$ cat config.mk
export PLATFORM = sky130hd
export DESIGN_NAME = neuron_accumulator_flat
export DESIGN_NICKNAME = d
export VERILOG_FILES = /design/src/rtl/neuron_accumulator_if.sv /design/src/rtl/neuron_accumulator.sv /design/src/flat_wrapper.sv
export SDC_FILE = /design/constraint.sdc
export NUM_CORES = 1
export LEC_CHECK = 0
export BUFFER_PORTS_ARGS = -buffer_cell sky130_fd_sc_hd__buf_2
export CAP_MARGIN = 20
export CORE_MARGIN = 4
export CORE_UTILIZATION = 45
export DETAILED_ROUTE_END_ITERATION = 10
export PLACE_DENSITY = 0.72
export SLEW_MARGIN = 10
export SYNTH_ARGS = -nofsm -noshare
export SYNTH_HDL_FRONTEND = slang
export SYNTH_SLANG_ARGS = --single-unit
$ cat constraint.sdc
create_clock -name clk -period 12.77 [get_ports clk]
set_clock_uncertainty 0.15 [all_clocks]
set_input_delay 0.6385 -clock clk [delete_from_list [all_inputs] [get_ports clk]]
set_output_delay 0.6385 -clock clk [all_outputs]
set_load 0.01 [all_outputs]
$ cat src/rtl/neuron_accumulator_if.sv
// Bundle of the weight-event, update-control, threshold_unit and spike-event signals
// seen by neuron_accumulator; slave is the accumulator side, master the environment.
interface neuron_accumulator_if #(
    parameter int unsigned size_data   = 8,
    parameter int unsigned size_vmem   = 16,
    parameter int unsigned NUM_NEURONS = 16
);
    localparam int unsigned ADDR_W = $clog2(NUM_NEURONS);

    logic                 in_valid;
    logic                 in_ready;
    logic [ADDR_W-1:0]    in_addr;
    logic [size_data-1:0] in_weight;
    logic                 upd_start;
    logic                 upd_busy;
    logic                 upd_done;
    logic                 tu_update;
    logic [size_vmem-1:0] tu_impulse;
    logic                 tu_spike;
    logic [size_vmem-1:0] tu_vmem;
    logic                 spk_valid;
    logic                 spk_ready;
    logic [ADDR_W-1:0]    spk_addr;

    modport slave (
        input  in_valid, in_addr, in_weight, upd_start, tu_spike, tu_vmem, spk_ready,
        output in_ready, upd_busy, upd_done, tu_update, tu_impulse, spk_valid, spk_addr
    );

    modport master (
        output in_valid, in_addr, in_weight, upd_start, tu_spike, tu_vmem, spk_ready,
        input  in_ready, upd_busy, upd_done, tu_update, tu_impulse, spk_valid, spk_addr
    );
endinterface

$ cat src/rtl/neuron_accumulator.sv
// Per-neuron membrane potential store: saturating weight integration while idle, and an
// update sweep that feeds leaked potentials to threshold_unit and emits spike events.
module neuron_accumulator #(
    parameter int unsigned size_data   = 8,
    parameter int unsigned size_vmem   = 16,
    parameter int unsigned NUM_NEURONS = 16,
    parameter int unsigned LEAK_SHIFT  = 0
) (
    input logic                  clk,
    input logic                  rst_n,
    neuron_accumulator_if.slave  bus
);
    localparam int unsigned ADDR_W = $clog2(NUM_NEURONS);
    localparam logic [ADDR_W-1:0] LastIdx = ADDR_W'(NUM_NEURONS - 1);
    localparam logic signed [size_vmem-1:0] VmemMax = {1'b0, {(size_vmem-1){1'b1}}};
    localparam logic signed [size_vmem-1:0] VmemMin = {1'b1, {(size_vmem-1){1'b0}}};

    typedef enum logic [1:0] {StIdle, StSweep, StSpk, StDone} state_e;

    state_e                      state_q;
    logic [ADDR_W-1:0]           idx_q;
    logic                        spk_valid_q;
    logic [ADDR_W-1:0]           spk_addr_q;
    logic signed [size_vmem-1:0] vmem_q [NUM_NEURONS];

    logic                        addr_ok;
    logic signed [size_vmem:0]   sum;
    logic signed [size_vmem-1:0] sat_sum;
    logic signed [size_vmem-1:0] cur_vmem;
    logic signed [size_vmem-1:0] leaked;

    always_comb begin
        addr_ok = 32'(bus.in_addr) < NUM_NEURONS;
        // One guard bit: overflow shows up as the two top bits disagreeing.
        sum = {vmem_q[bus.in_addr][size_vmem-1], vmem_q[bus.in_addr]}
            + {{(size_vmem+1-size_data){bus.in_weight[size_data-1]}}, bus.in_weight};
        if (sum[size_vmem] != sum[size_vmem-1]) begin
            sat_sum = sum[size_vmem] ? VmemMin : VmemMax;
        end else begin
            sat_sum = sum[size_vmem-1:0];
        end
        cur_vmem = vmem_q[idx_q];
        // A zero shift would otherwise leak the whole potential away.
        leaked = (LEAK_SHIFT == 0) ? cur_vmem : cur_vmem - (cur_vmem >>> LEAK_SHIFT);
    end

    assign bus.in_ready   = (state_q == StIdle);
    assign bus.upd_busy   = (state_q != StIdle);
    assign bus.upd_done   = (state_q == StDone);
    assign bus.tu_update  = (state_q == StSweep);
    assign bus.tu_impulse = (state_q == StSweep) ? leaked : '0;
    assign bus.spk_valid  = spk_valid_q;
    assign bus.spk_addr   = spk_addr_q;

    always_ff @(posedge clk or negedge rst_n) begin
        if (!rst_n) begin
            state_q     <= StIdle;
            idx_q       <= '0;
            spk_valid_q <= 1'b0;
            spk_addr_q  <= '0;
            for (int i = 0; i < NUM_NEURONS; i++) begin
                vmem_q[i] <= '0;
            end
        end else begin
            case (state_q)
                StIdle: begin
                    // Accept lands on the same edge as the start, so the sweep sees it.
                    if (bus.in_valid && addr_ok) begin
                        vmem_q[bus.in_addr] <= sat_sum;
                    end
                    if (bus.upd_start) begin
                        state_q <= StSweep;
                        idx_q   <= '0;
                    end
                end
                StSweep: begin
                    vmem_q[idx_q] <= bus.tu_vmem;
                    if (bus.tu_spike) begin
                        spk_valid_q <= 1'b1;
                        spk_addr_q  <= idx_q;
                        state_q     <= StSpk;
                    end else if (idx_q == LastIdx) begin
                        state_q <= StDone;
                    end else begin
                        idx_q <= idx_q + 1'b1;
                    end
                end
                StSpk: begin
                    if (bus.spk_ready) begin
                        spk_valid_q <= 1'b0;
                        if (idx_q == LastIdx) begin
                            state_q <= StDone;
                        end else begin
                            idx_q   <= idx_q + 1'b1;
                            state_q <= StSweep;
                        end
                    end
                end
                StDone: begin
                    state_q <= StIdle;
                    idx_q   <= '0;
                end
                default: state_q <= StIdle;
            endcase
        end
    end
endmodule

$ cat src/flat_wrapper.sv
// flat-port wrapper written by rule: the top's interface ports become plain ports
module neuron_accumulator_flat 
#(
    parameter int unsigned size_data   = 8,
    parameter int unsigned size_vmem   = 16,
    parameter int unsigned NUM_NEURONS = 16,
    parameter int unsigned LEAK_SHIFT  = 0
)
  (clk, rst_n, bus_in_valid, bus_in_addr, bus_in_weight, bus_upd_start, bus_tu_spike, bus_tu_vmem, bus_spk_ready, bus_in_ready, bus_upd_busy, bus_upd_done, bus_tu_update, bus_tu_impulse, bus_spk_valid, bus_spk_addr);
  neuron_accumulator_if #(.size_data(size_data), .size_vmem(size_vmem), .NUM_NEURONS(NUM_NEURONS)) bus_i ();
  input logic clk;
  input logic rst_n;
  input wire logic [$bits(bus_i.in_valid)-1:0] bus_in_valid;
  input wire logic [$bits(bus_i.in_addr)-1:0] bus_in_addr;
  input wire logic [$bits(bus_i.in_weight)-1:0] bus_in_weight;
  input wire logic [$bits(bus_i.upd_start)-1:0] bus_upd_start;
  input wire logic [$bits(bus_i.tu_spike)-1:0] bus_tu_spike;
  input wire logic [$bits(bus_i.tu_vmem)-1:0] bus_tu_vmem;
  input wire logic [$bits(bus_i.spk_ready)-1:0] bus_spk_ready;
  output wire logic [$bits(bus_i.in_ready)-1:0] bus_in_ready;
  output wire logic [$bits(bus_i.upd_busy)-1:0] bus_upd_busy;
  output wire logic [$bits(bus_i.upd_done)-1:0] bus_upd_done;
  output wire logic [$bits(bus_i.tu_update)-1:0] bus_tu_update;
  output wire logic [$bits(bus_i.tu_impulse)-1:0] bus_tu_impulse;
  output wire logic [$bits(bus_i.spk_valid)-1:0] bus_spk_valid;
  output wire logic [$bits(bus_i.spk_addr)-1:0] bus_spk_addr;
  assign bus_i.in_valid = bus_in_valid;
  assign bus_i.in_addr = bus_in_addr;
  assign bus_i.in_weight = bus_in_weight;
  assign bus_i.upd_start = bus_upd_start;
  assign bus_i.tu_spike = bus_tu_spike;
  assign bus_i.tu_vmem = bus_tu_vmem;
  assign bus_i.spk_ready = bus_spk_ready;
  assign bus_in_ready = bus_i.in_ready;
  assign bus_upd_busy = bus_i.upd_busy;
  assign bus_upd_done = bus_i.upd_done;
  assign bus_tu_update = bus_i.tu_update;
  assign bus_tu_impulse = bus_i.tu_impulse;
  assign bus_spk_valid = bus_i.spk_valid;
  assign bus_spk_addr = bus_i.spk_addr;
  neuron_accumulator #(.size_data(size_data), .size_vmem(size_vmem), .NUM_NEURONS(NUM_NEURONS), .LEAK_SHIFT(LEAK_SHIFT)) u_core (.clk(clk), .rst_n(rst_n), .bus(bus_i));
endmodule
# Word-level counts from Yosys, hierarchy flattened
# Index checks and enable logic that the tools add are counted.
# W data, S select, Z words.
[word_totals]
ff_bits = 267
out_inout_bits = 25
word_cells = 81
inputBits = 34
[op_classes]
reduce_logical = 11
n_bitwise = 2
add_sub_neg = 2
n_mux = 31
n_lt_le_gt_ge = 4
eq_ne = 11
[op_table]
columns = ["operator", "n"]
rows = [
  ["$bwmux W256", 2],
  ["$pmux W256 S2", 1],
  ["$mux W256", 1],
  ["$mux W16", 9],
  ["$bmux W16 S4", 2],
  ["$demux W16 S4", 2],
  ["$add A16 B8 Y17", 1],
  ["$mux W4", 4],
  ["$pmux W4 S4", 1],
  ["$ge A5 B5 Y1 const B", 2],
  ["$lt A5 B1 Y1 const B", 2],
  ["$mux W2", 5],
  ["$ne A2 B2 Y1 const B", 5],
  ["$not A4 Y5", 2],
  ["$reduce_and A3 Y1", 3],
  ["$pmux W2 S4", 1],
  ["$reduce_bool A2 Y1", 3],
  ["$add A4 B1 Y4 const B", 1],
  ["$eq A2 B2 Y1 const B", 2],
  ["$eq A4 B4 Y1 const B", 1],
  ["$reduce_and A2 Y1", 2],
  ["$ne A3 B2 Y1 const B", 1],
  ["$eq A2 B1 Y1 const B", 1],
  ["$logic_and A1 B1 Y1", 2],
  ["other kinds (4)", 5],
]

# Depth between registers and ports, before layout
# Gate-level depths: netlist of run 1.
[logic_depth]
ltp_word = 10
ltp_mapped = 16
mapped_depth_nobuf = 11

# Worst setup path after synthesis of run 1
# No wires, ideal clock.
[synth_timing]
kind = "input to register"
startpoint = "input port bus_in_addr[0]"
endpoint = "register u_core.vmem_q[108] (netlist name)"
setup_ns = 0.146
cell_stages = 15
arrival_ns = 4.883
slack_ns = 7.591
path_buffers = 4
path_cell_list = "buf_2 buf_1 mux4_2 mux4_2 ha_1 fa_1 a211o_1 a211oi_2 nor4b_2 or2_0 mux2_2 buf_6 a21oi_4 buf_4 o221ai_1"
[synth_between]
elab_chain_cells = 10
elab_cells_between_ends = 16
cone_classes = "add/sub: 1; order compare: 2; eq/ne: 1; mux: 10; bitwise: 1; reduce/logical: 1"
[synth_lines]
columns = ["element", "line_no", "source"]
rows = [
  ["from (decl)", "flat_wrapper.sv:14", "input wire logic [$bits(bus_i.in_addr)-1:0] bus_in_addr;"],
  ["$not A4 Y5 (implied by the code) (*)", "neuron_accumulator.sv:35, neuron_accumulator.sv:69", ""],
  ["$bmux W16 S4", "neuron_accumulator.sv:35", "sum = {vmem_q[bus.in_addr][size_vmem-1], vmem_q[bus.in_addr]}"],
  ["$mux W16 (implied by the code) (2 in series)", "neuron_accumulator.sv:35", ""],
  ["$add A16 B8 Y17", "neuron_accumulator.sv:36", "+ {{(size_vmem+1-size_data){bus.in_weight[size_data-1]}}, bus.in_weight};"],
  ["$mux W16 / $ne A1 B1 Y1 (equally long branches)", "neuron_accumulator.sv:38, neuron_accumulator.sv:37", ""],
  ["$mux W16", "neuron_accumulator.sv:37", "if (sum[size_vmem] != sum[size_vmem-1]) begin"],
  ["$bwmux W256 (*)", "neuron_accumulator.sv:69", "vmem_q[bus.in_addr] <= sat_sum;"],
  ["$mux W256 (*)", "neuron_accumulator.sv:68", "if (bus.in_valid && addr_ok) begin"],
  ["$pmux W256 S2 (*)", "neuron_accumulator.sv:65", "case (state_q)"],
  ["to (signal, indexed assignment)", "neuron_accumulator.sv:69", ""],
  ["to (signal, indexed assignment)", "neuron_accumulator.sv:77", "vmem_q[idx_q] <= bus.tu_vmem;"],
  ["to (decl)", "neuron_accumulator.sv:24", "logic signed [size_vmem-1:0] vmem_q [NUM_NEURONS];"],
]
# Every way passes the cells marked *; elsewhere a longest branch is shown, timed or not. The select of a mux whose other input is x is not followed.
# A chain may end at the register's enable or synchronous reset.

# Final worst setup path of run 1
[layout_timing]
startpoint = "input port bus_in_addr[0]"
endpoint = "register u_core.vmem_q[37] (netlist name)"
# Same word-level chain as after synthesis.

==> impl_results.md, run 1 <==
* Post_cts resized at 0
* Slowest CP cell: buf_4
* Die Height at 201 µm
* Flip-flop and latch area at 6690 µm²
* CTS Sinks at 267
* Initial Util at 45.7%
* Peak supply drop at about 0.23 mV
* Dpl hpwl at 38.3 mm
* Critical-path cell list: buf_4, buf_4, mux4_2, mux4_2, ha_1, fa_1, a211o_1, a211oi_2, nor4b_2, o21ai_1, nor3_4, buf_4, a21oi_1, buf_4, o21ai_0
* DRT Pass-1 Iters at 6
* Leakage at roughly 7.3 nW
* Vias at roughly 15000
* Relative slew margins at 16.9%
* Req. time, crit path at approximately 13 ns
* Initial DRC Count at between 2000 and 3000
* Synth Instances at between 1500 and 2000
* Number of fillers in the final layout at 3216
* Initial antenna violation count at 2
* Global-route track usage on met3 at 11.1%
* Hold buffers post-CTS at 0
* Endpoints failing hold at 27
* Async SR Flop Fraction at 100%
* Die width at 201 µm
* CTS HTree Levels at 1
* Synth Warn # at 0
* Commonest cells after routing, fill and taps aside: dfrtp_1, nand2_1, o21ai_0
* Skew-Pair Late Insertion Delay at 0.59 ns
* Register area share after synthesis at 39.9%
* Yosys cell types at 52
* Vias in the first global route at 14934
* Failing checks: negative hold slack
* Number of max-cap violations at 0
* Maximum buffer depth of the clock tree at 3
* Highest cell delay on the worst timing path at 0.82 ns
* Synth Flop Type: dfrtp_1
* Slew Limit Fails at 0
* Cell Area, Synth at between 15000 and 20000 µm²
* WL per Instance at between 30 and 40 µm
* Worst setup path class: input port to flop
* Mapped Avg Cell Area at ~11 µm²
* Crit end category: flop
* Crit path max fanout at 43
* Global Route met1 Usage at 39.1%
* DR vias/cell at approximately 7.5
* Post-DP Area at 17200 µm²
* Num CTS Buffers at 30
* IO Port Bufs at 58
* Clock-pin slew on the worst setup and hold paths at 0.06 ns
* Gr usage total at 29.5%
* Flops & latches, synth at 267
* Fmax at 168 MHz
* Total power draw at approximately 5 mW
* GR Overflow Total at 0
* Final worst-path cycle share at 46.7%
* Commonest non-fill, non-tap cell in the layout: dfrtp_1
* Global placement routability congestion at 0.988
* Met2 usage at 42.3%
* Post-Route WL at 61.8 mm
* CP dominant cell by count: buf_4
* Post-synth EDFFs at 0
* Final setup vio count at 0
* Gr busiest metal: met2
* Final net count at 1607
* Worst Max-Slew Pin Slew at 1.24 ns
* Syn_nets at 1627
* Postcts setup bufs at 0
* Core area at around 37000 µm²
* Area grow syn2layout at 10.3%
* DIE AREA at 40300 µm²
* Number of top-level pins at 59
* Worst Path Arrival at 6.22 ns
* Routed Antenna Nets at 0
* First-pass GRT wire length at 91.9 mm
* Status: complete, but fails checks
* Largest net degree at the start of global routing at 156
* Row cnt at 70
* Area of the multi-input gates at 9410 µm²
* TritonCTS clock tree: built
* Min Hold Slack at -0.0622 ns
* Setup TNS at 0 ns
* Worst min-delay path category: input port to async pin
* Post-route cell area at 18400 µm²
* Fin crit period at 5.97 ns
* PD cells at 267 nW/µm²
* Startpoint Class: input port
* Share of layout cells above drive strength 1 at 21.4%
* # DRC at 0
* CTS root buf: clkbuf_16
* Unrepaired setup endpoints after global routing: false
state kept, by name, indices dropped and copies added, names as in the netlist:
register	count
u_core.vmem_q	256
u_core.bus.spk_addr	4
u_core.idx_q	4
u_core.state_q	2
u_core.bus.spk_valid	1
area by class of cell:
cell class                      count  area share [%]
Antenna cell                        3          0.0407
Tap cell                          468            3.18
Inverter                            9           0.183
Timing Repair Buffer               95            3.50
Multi-Input combinational cell   1145            51.0
Clock buffer                       40            4.77
Sequential cell                   267            36.3
Clock inverter                     16            1.07
per-stage QoR:
step	util, %	std cells	worst slack [ns]	hold WS, ns
after detailed placement	47.1	1975	5.99	0.326
after CTS	50.1	2031	6.59	0.00923
after floorplan	-	1568	7.59	0.193
after global placement	47.1	1974	6.15	0.315
after global routing	50.4	2041	6.51	0.0478
final	50.4	2043	6.80	-0.0622
synth_stat cells, types with 8 or more instances:
library cell | n | area [µm²]
nand3_1 | 21 | 105
a32oi_1 | 13 | 114
clkbuf_1 | 105 | 394
dfrtp_1 | 267 | 6680
buf_1 | 18 | 67.6
nor3_1 | 87 | 435
and3_1 | 17 | 106
nor2_1 | 16 | 60.1
a21o_1 | 9 | 67.6
mux4_2 | 160 | 3600
a21oi_1 | 129 | 646
and2_1 | 23 | 144
buf_4 | 8 | 60.1
nand2_1 | 218 | 818
a21oi_4 | 10 | 163
inv_1 | 9 | 33.8
o211ai_1 | 40 | 300
ha_1 | 24 | 300
o21ai_0 | 174 | 871
o221ai_1 | 89 | 780
or3_1 | 36 | 225
critical path: cells and delay by family:
kind	cells	cell delay, ns
compound gates	5	1.70
fa+ha+maj	2	0.71
buf+inv	4	1.76
mux	2	1.08
simple gates	2	0.29
worst paths after layout:
| check | startpoint | end | slack [ns] | cells past startpoint |
|---|---|---|---|---|
| max in group asynchronous | rst_n | u_core.vmem_q[181]$_DFFE_PN0P_ | 11.09 | 2 |
| worst min-delay path | rst_n | u_core.bus.spk_valid$_DFFE_PN0P_ | -0.06 | 1 |
| worst max-delay path | bus_in_addr[0] | u_core.vmem_q[37]$_DFFE_PN0P_ | 6.80 | 15 |
| worst min register to register | u_core.bus.spk_addr[0]$_DFFE_PN0P_ | u_core.bus.spk_addr[0]$_DFFE_PN0P_ | 0.34 | 2 |
| worst max register to register | u_core.vmem_q[192]$_DFFE_PN0P_ | u_core.vmem_q[37]$_DFFE_PN0P_ | 7.81 | 13 |
| min in group clk | bus_tu_vmem[9] | u_core.vmem_q[185]$_DFFE_PN0P_ | 0.18 | 3 |
power breakdown:
part,total [mW],internal (mW),switching [mW]
Combinational,2.43,0.996,1.43
Sequential,1.55,1.23,0.321
Clock,0.947,0.565,0.382
Total,4.93,2.79,2.14
metal layers:
metal | wire [µm] | up-vias
met4 | 4030 | 2
li1 | - | 6062
met5 | 33 | -
met3 | 9740 | 318
met2 | 26100 | 1456
met1 | 21900 | 7499
cells by family after synthesis:
kind of cell / after synthesis / synth area share, %
compound gates: 502 / 19.3
simple gates: 439 / 12.2
flops: 267 / 39.9
buf+inv: 156 / 3.95
xor+xnor: 13 / 0.681
mux: 166 / 21.9
fa+ha+maj: 25 / 1.92
Power figures use the tool's default switching activity.
==> run 2: changes to the inputs <==
--- a/config.mk
+++ b/config.mk
@@ -5,6 +5,7 @@
 export SDC_FILE = /design/constraint.sdc
 export NUM_CORES = 1
 export LEC_CHECK = 0
+export ABC_AREA = 1
 export BUFFER_PORTS_ARGS = -buffer_cell sky130_fd_sc_hd__buf_2
 export CAP_MARGIN = 20
 export CORE_MARGIN = 4
==> constraint.sdc (replaced) <==
create_clock -name clk -period 6.12 [get_ports clk]
set_clock_uncertainty 0.15 [all_clocks]
set_input_delay 0.306 -clock clk [delete_from_list [all_inputs] [get_ports clk]]
set_output_delay 0.306 -clock clk [all_outputs]
set_load 0.01 [all_outputs]
==> run 2 against run 1 <==
The run now ends clean. Clock-buffer cell count decreased by 2. Combinational power increased by 120%. Sequential cell count unchanged. Clock power increased by 110%. Die area increased by 7.9%. Largest cell class unchanged. Final cell count increased by 48%. First-iteration DRC count increased by 32%. Register-to-register slack got worse by 6.3 ns. Synthesized cell count increased by 60%. Setup slack got worse by 5.8 ns.
==> impl_results.md, run 2 <==
* Status: complete, no violations (was complete, but fails checks)
* Vias in the first global route at 18861 (was 14934)
* Post-synth EDFFs at 0 (unchanged)
* Total power draw at 10.9 mW (was 4.93 mW)
* Syn_nets at 2569 (was 1627)
* Hold_sp: bus_upd_start
* Initial DRC Count at 3572 (was 2710)
* # DRC at 0 (unchanged)
* Slowest CP cell: or4_1 (was buf_4)
* Reg2Reg Depth at 17 (was 13)
* Slew Limit Fails at 0 (unchanged)
* Fin crit period at 5.13 ns
* PD cells at 551 nW/µm² (was 267 nW/µm²)
* Simple-gate portion of the synthesized area at 22.9% (was 12.2%)
* Fmax at 195 MHz
* Largest net degree at the start of global routing at 142 (was 156)
* Initial antenna violation count at 1 (was 2)
* Worst Path Buf+Inv at 4 (unchanged)
* Worst Path Arrival at 5.48 ns (was 6.22 ns)
* Post_cts resized at 0 (unchanged)
* Final net count at 2527 (was 1607)
* Post-Synth XOR/XNOR Area at 0.435% (was 0.681%)
* Core area at 39700 µm² (was 36600 µm²)
* Worst Max-Slew Pin Slew at 1.17 ns (was 1.24 ns)
* Skew-Pair Late Insertion Delay at 0.60 ns (was 0.59 ns)
* Mapped Avg Cell Area at 7.22 µm² (was 10.7 µm²)
* Highest cell delay on the worst timing path at 0.59 ns (was 0.82 ns)
* Die Height at 209 µm (was 201 µm)
* TritonCTS clock tree: built (unchanged)
* Placed Cells at 2942 (was 1975)
* Final worst-path cycle share at 83.7%
* Crit-path leading delay family: simple AND/OR/NAND/NOR gates (was buffers and inverters)
* Global placement routability congestion at 0.993 (was 0.988)
* Largest register by flop count: u_core.vmem_q (unchanged)
* Worst setup path class: input port to flop (unchanged)
* Largest register FFs at 256 (unchanged)
* Synth Warn # at 0 (unchanged)
* FF-to-FF Start: u_core.vmem_q[112]$_DFFE_PN0P_ (was u_core.vmem_q[192]$_DFFE_PN0P_)
* Top cells by area, synth: dfrtp_1, a21oi_1, nor2_1, nand2_1, a22oi_1 (was dfrtp_1, mux4_2, o21ai_0, nand2_1, o221ai_1)
* Commonest non-fill, non-tap cell in the layout: a21oi_1 (was dfrtp_1)
* Number of top-level pins at 59 (unchanged)
* Vias at 20333 (was 15337)
* CTS root buf: clkbuf_16 (unchanged)
* Maximum buffer depth of the clock tree at 3 (unchanged)
* Post-synthesis mux area share at 0% (was 21.9%)
* Layout Cells excl Fill at 3018 (was 2043)
* Worst R2R End: u_core.vmem_q[123]$_DFFE_PN0P_ (was u_core.vmem_q[37]$_DFFE_PN0P_)
* Flip-flop and latch area at 6690 µm² (about the same)
* Most frequent cell after synthesis: a21oi_1 (was dfrtp_1)
* Diode count at 0 (was 3)
* Peak supply drop at 0.321 mV (was 0.229 mV)
* Post-DP Area at 18500 µm² (was 17200 µm²)
* DRT Pass-1 Iters at 7 (was 6)
* Commonest cells in the netlist: a21oi_1, nor2_1, nand2_1 (was dfrtp_1, nand2_1, o21ai_0)
* Setup TNS at 0 ns (unchanged)
* Commonest cells after routing, fill and taps aside: a21oi_1, nor2_1, nand2_1 (was dfrtp_1, nand2_1, o21ai_0)
* Dpl hpwl at 48.2 mm (was 38.3 mm)
* Req. time, crit path at 6.48 ns (was 13.02 ns)
* Final setup vio count at 0 (unchanged)
* Synth Instances at 2510 (was 1568)
* GR Overflow Total at 0 (unchanged)
* Flops & latches, synth at 267 (unchanged)
* WL per Instance at 25.4 µm (was 30.3 µm)
* Postcts setup bufs at 0 (unchanged)
* Number of fillers in the final layout at 3838 (was 3216)
* Worst Hold Depth at 5
* Min Hold Slack at 0.0475 ns (was -0.0622 ns)
* CTS HTree Levels at 1 (unchanged)
* Worst reg2reg setup slack at 1.50 ns (was 7.81 ns)
* Hold buffers post-CTS at 18 (was 0)
* Gr usage total at 33.4% (was 29.5%)
* Crit end category: flop (unchanged)
* Post-route cell area at 19700 µm² (was 18400 µm²)
* Die width at 209 µm (was 201 µm)
* Async SR Flop Fraction at 100% (unchanged)
* IO Port Bufs at 58 (unchanged)
* CTS Sinks at 267 (unchanged)
* CP dominant cell by count: nand2_1 (was buf_4)
* Initial Util at 45.6% (was 45.7%)
* Startpoint Class: input port (unchanged)
* Num CTS Buffers at 31 (was 30)
* Synth top area share at 36.9% (was 39.9%)
* Largest family of logic cells by synthesized area: compound AO/OA/AOI/OAI gates (was multiplexers)
* Number of max-cap violations at 0 (unchanged)
* Worst min-delay path category: input port to flop (was input port to async pin)
* Synth Flop Type: dfrtp_1 (unchanged)
* First-pass GRT wire length at 115 mm (was 91.9 mm)
* Area of the multi-input gates at 10100 µm² (was 9410 µm²)
* Leakage at 8.36 nW (was 7.25 nW)
* Routed Antenna Nets at 0 (unchanged)
* DIE AREA at 43500 µm² (was 40300 µm²)
* Unrepaired setup endpoints after global routing: false (unchanged)
* Relative slew margins at 22.0% (was 16.9%)
* Endpoints failing hold at 0 (was 27)
* Adder-Cell Fraction of Synth Area at 1.77% (was 1.92%)
* Yosys cell types at 40 (was 52)
* Post-synthesis compound-gate area fraction at 30.6% (was 19.3%)
* Post-Route WL at 76.6 mm (was 61.8 mm)
* DR vias/cell at 6.74 (was 7.51)
* Crit path max fanout at 46 (was 43)
* WHS Endpoint: u_core.state_q[0]$_DFFE_PN0P_
* Clock-pin slew on the worst setup and hold paths at 0.06 ns (about the same)
* Row cnt at 73 (was 70)
* Cell Area, Synth at 18100 µm² (was 16700 µm²)
* Area grow syn2layout at 9.02% (was 10.3%)
* Register area share after synthesis at 36.9% (was 39.9%)
* Critical-path cell list: buf_2, nand2_1, inv_2, buf_12, a22oi_1, a21oi_1, or4_1, ha_1, fa_1, nand2_1, nand2_1, nand3_1, nand2_1, nand2_1, nand2_1, nand2_1, nand2_4, nand2_4, buf_4, nand3_1, a21oi_1 (was buf_4, buf_4, mux4_2, mux4_2, ha_1, fa_1, a211o_1, a211oi_2, nor4b_2, o21ai_1, nor3_4, buf_4, a21oi_1, buf_4, o21ai_0)
* Cell taking the most area after synthesis: dfrtp_1 (unchanged)
* Share of layout cells above drive strength 1 at 13.0% (was 21.4%)
run 2: changes by cell type after synthesis, sizes merged, moves of 53 or more:
| cell | delta |
|---|---|
| a21oi | +456 |
| a22oi | +132 |
| buf | +53 |
| inv | +108 |
| mux4 | -160 |
| nand2 | +166 |
| nand3 | +79 |
| nor2 | +415 |
| nor3 | -85 |
| o221ai | -85 |
| o22ai | +62 |
run 2: per-layer routing:
layer	GRT usage [%]	up-vias	share of wire, %
li1	-	8580	-
met1	45.1	9529	36
met2	47.6	1784	41
met3	10.5	438	15
met4	18.9	2	7.3
met5	0	-	0.025
run 2: final cells by class:
type	instances	share of cell area [%]
Clock buffer	38	4.21
Clock inverter	20	1.22
Inverter	118	2.27
Multi-Input combinational cell	1937	51.1
Sequential cell	267	33.9
Tap cell	525	3.33
Timing Repair Buffer	113	4.03
run 2: worst min-delay path, stage by stage:
cell and delay [ns]:
buf_2 0.07, or2_2 0.09, nand2_1 0.06, o21ai_0 0.13, o21ai_0 0.08
run 2: worst max-delay path by stage:
stage | cells past startpoint | slack, ns | startpoint | to
2_1_floorplan | 22 | 2.54 | bus_in_addr[0] | u_core.vmem_q[183]$_DFFE_PN0P_
3_3_place_gp | 21 | 0.80 | bus_in_addr[1] | u_core.vmem_q[59]$_DFFE_PN0P_
3_5_place_dp | 21 | 0.70 | bus_in_addr[1] | u_core.vmem_q[123]$_DFFE_PN0P_
4_1_cts | 21 | 1.29 | bus_in_addr[1] | u_core.vmem_q[123]$_DFFE_PN0P_
5_1_grt | 21 | 0.79 | bus_in_addr[1] | u_core.vmem_q[123]$_DFFE_PN0P_
6_report | 21 | 0.99 | bus_in_addr[1] | u_core.vmem_q[123]$_DFFE_PN0P_
run 2: logic make-up (layout without fill, tap and decap cells):
| group | count (synthesis) | after routing |
|---|---|---|
| AOI/OAI and AO/OA | 960 | 960 |
| and+or+nand+nor | 943 | 943 |
| buffers and inverters | 306 | 289 |
| DFF | 267 | 267 |
| adders and majority gates | 25 | 25 |
| xor gates and xnor gates | 9 | 9 |
run 2: stage by stage:
stage,setup WS [ns],utilization (%)
floorplan,2.54,-
detailed placement,0.698,46.5
CTS,1.29,49.7
finish,0.995,49.7
global placement,0.800,46.5
global route,0.785,49.7
run 2: power breakdown:
part / switching [mW] / internal (mW) / total (mW)
Sequential: 0.818 / 2.62 / 3.44
Clock: 0.827 / 1.18 / 2.00
Combinational: 3.91 / 1.53 / 5.44
Total: 5.55 / 5.33 / 10.9
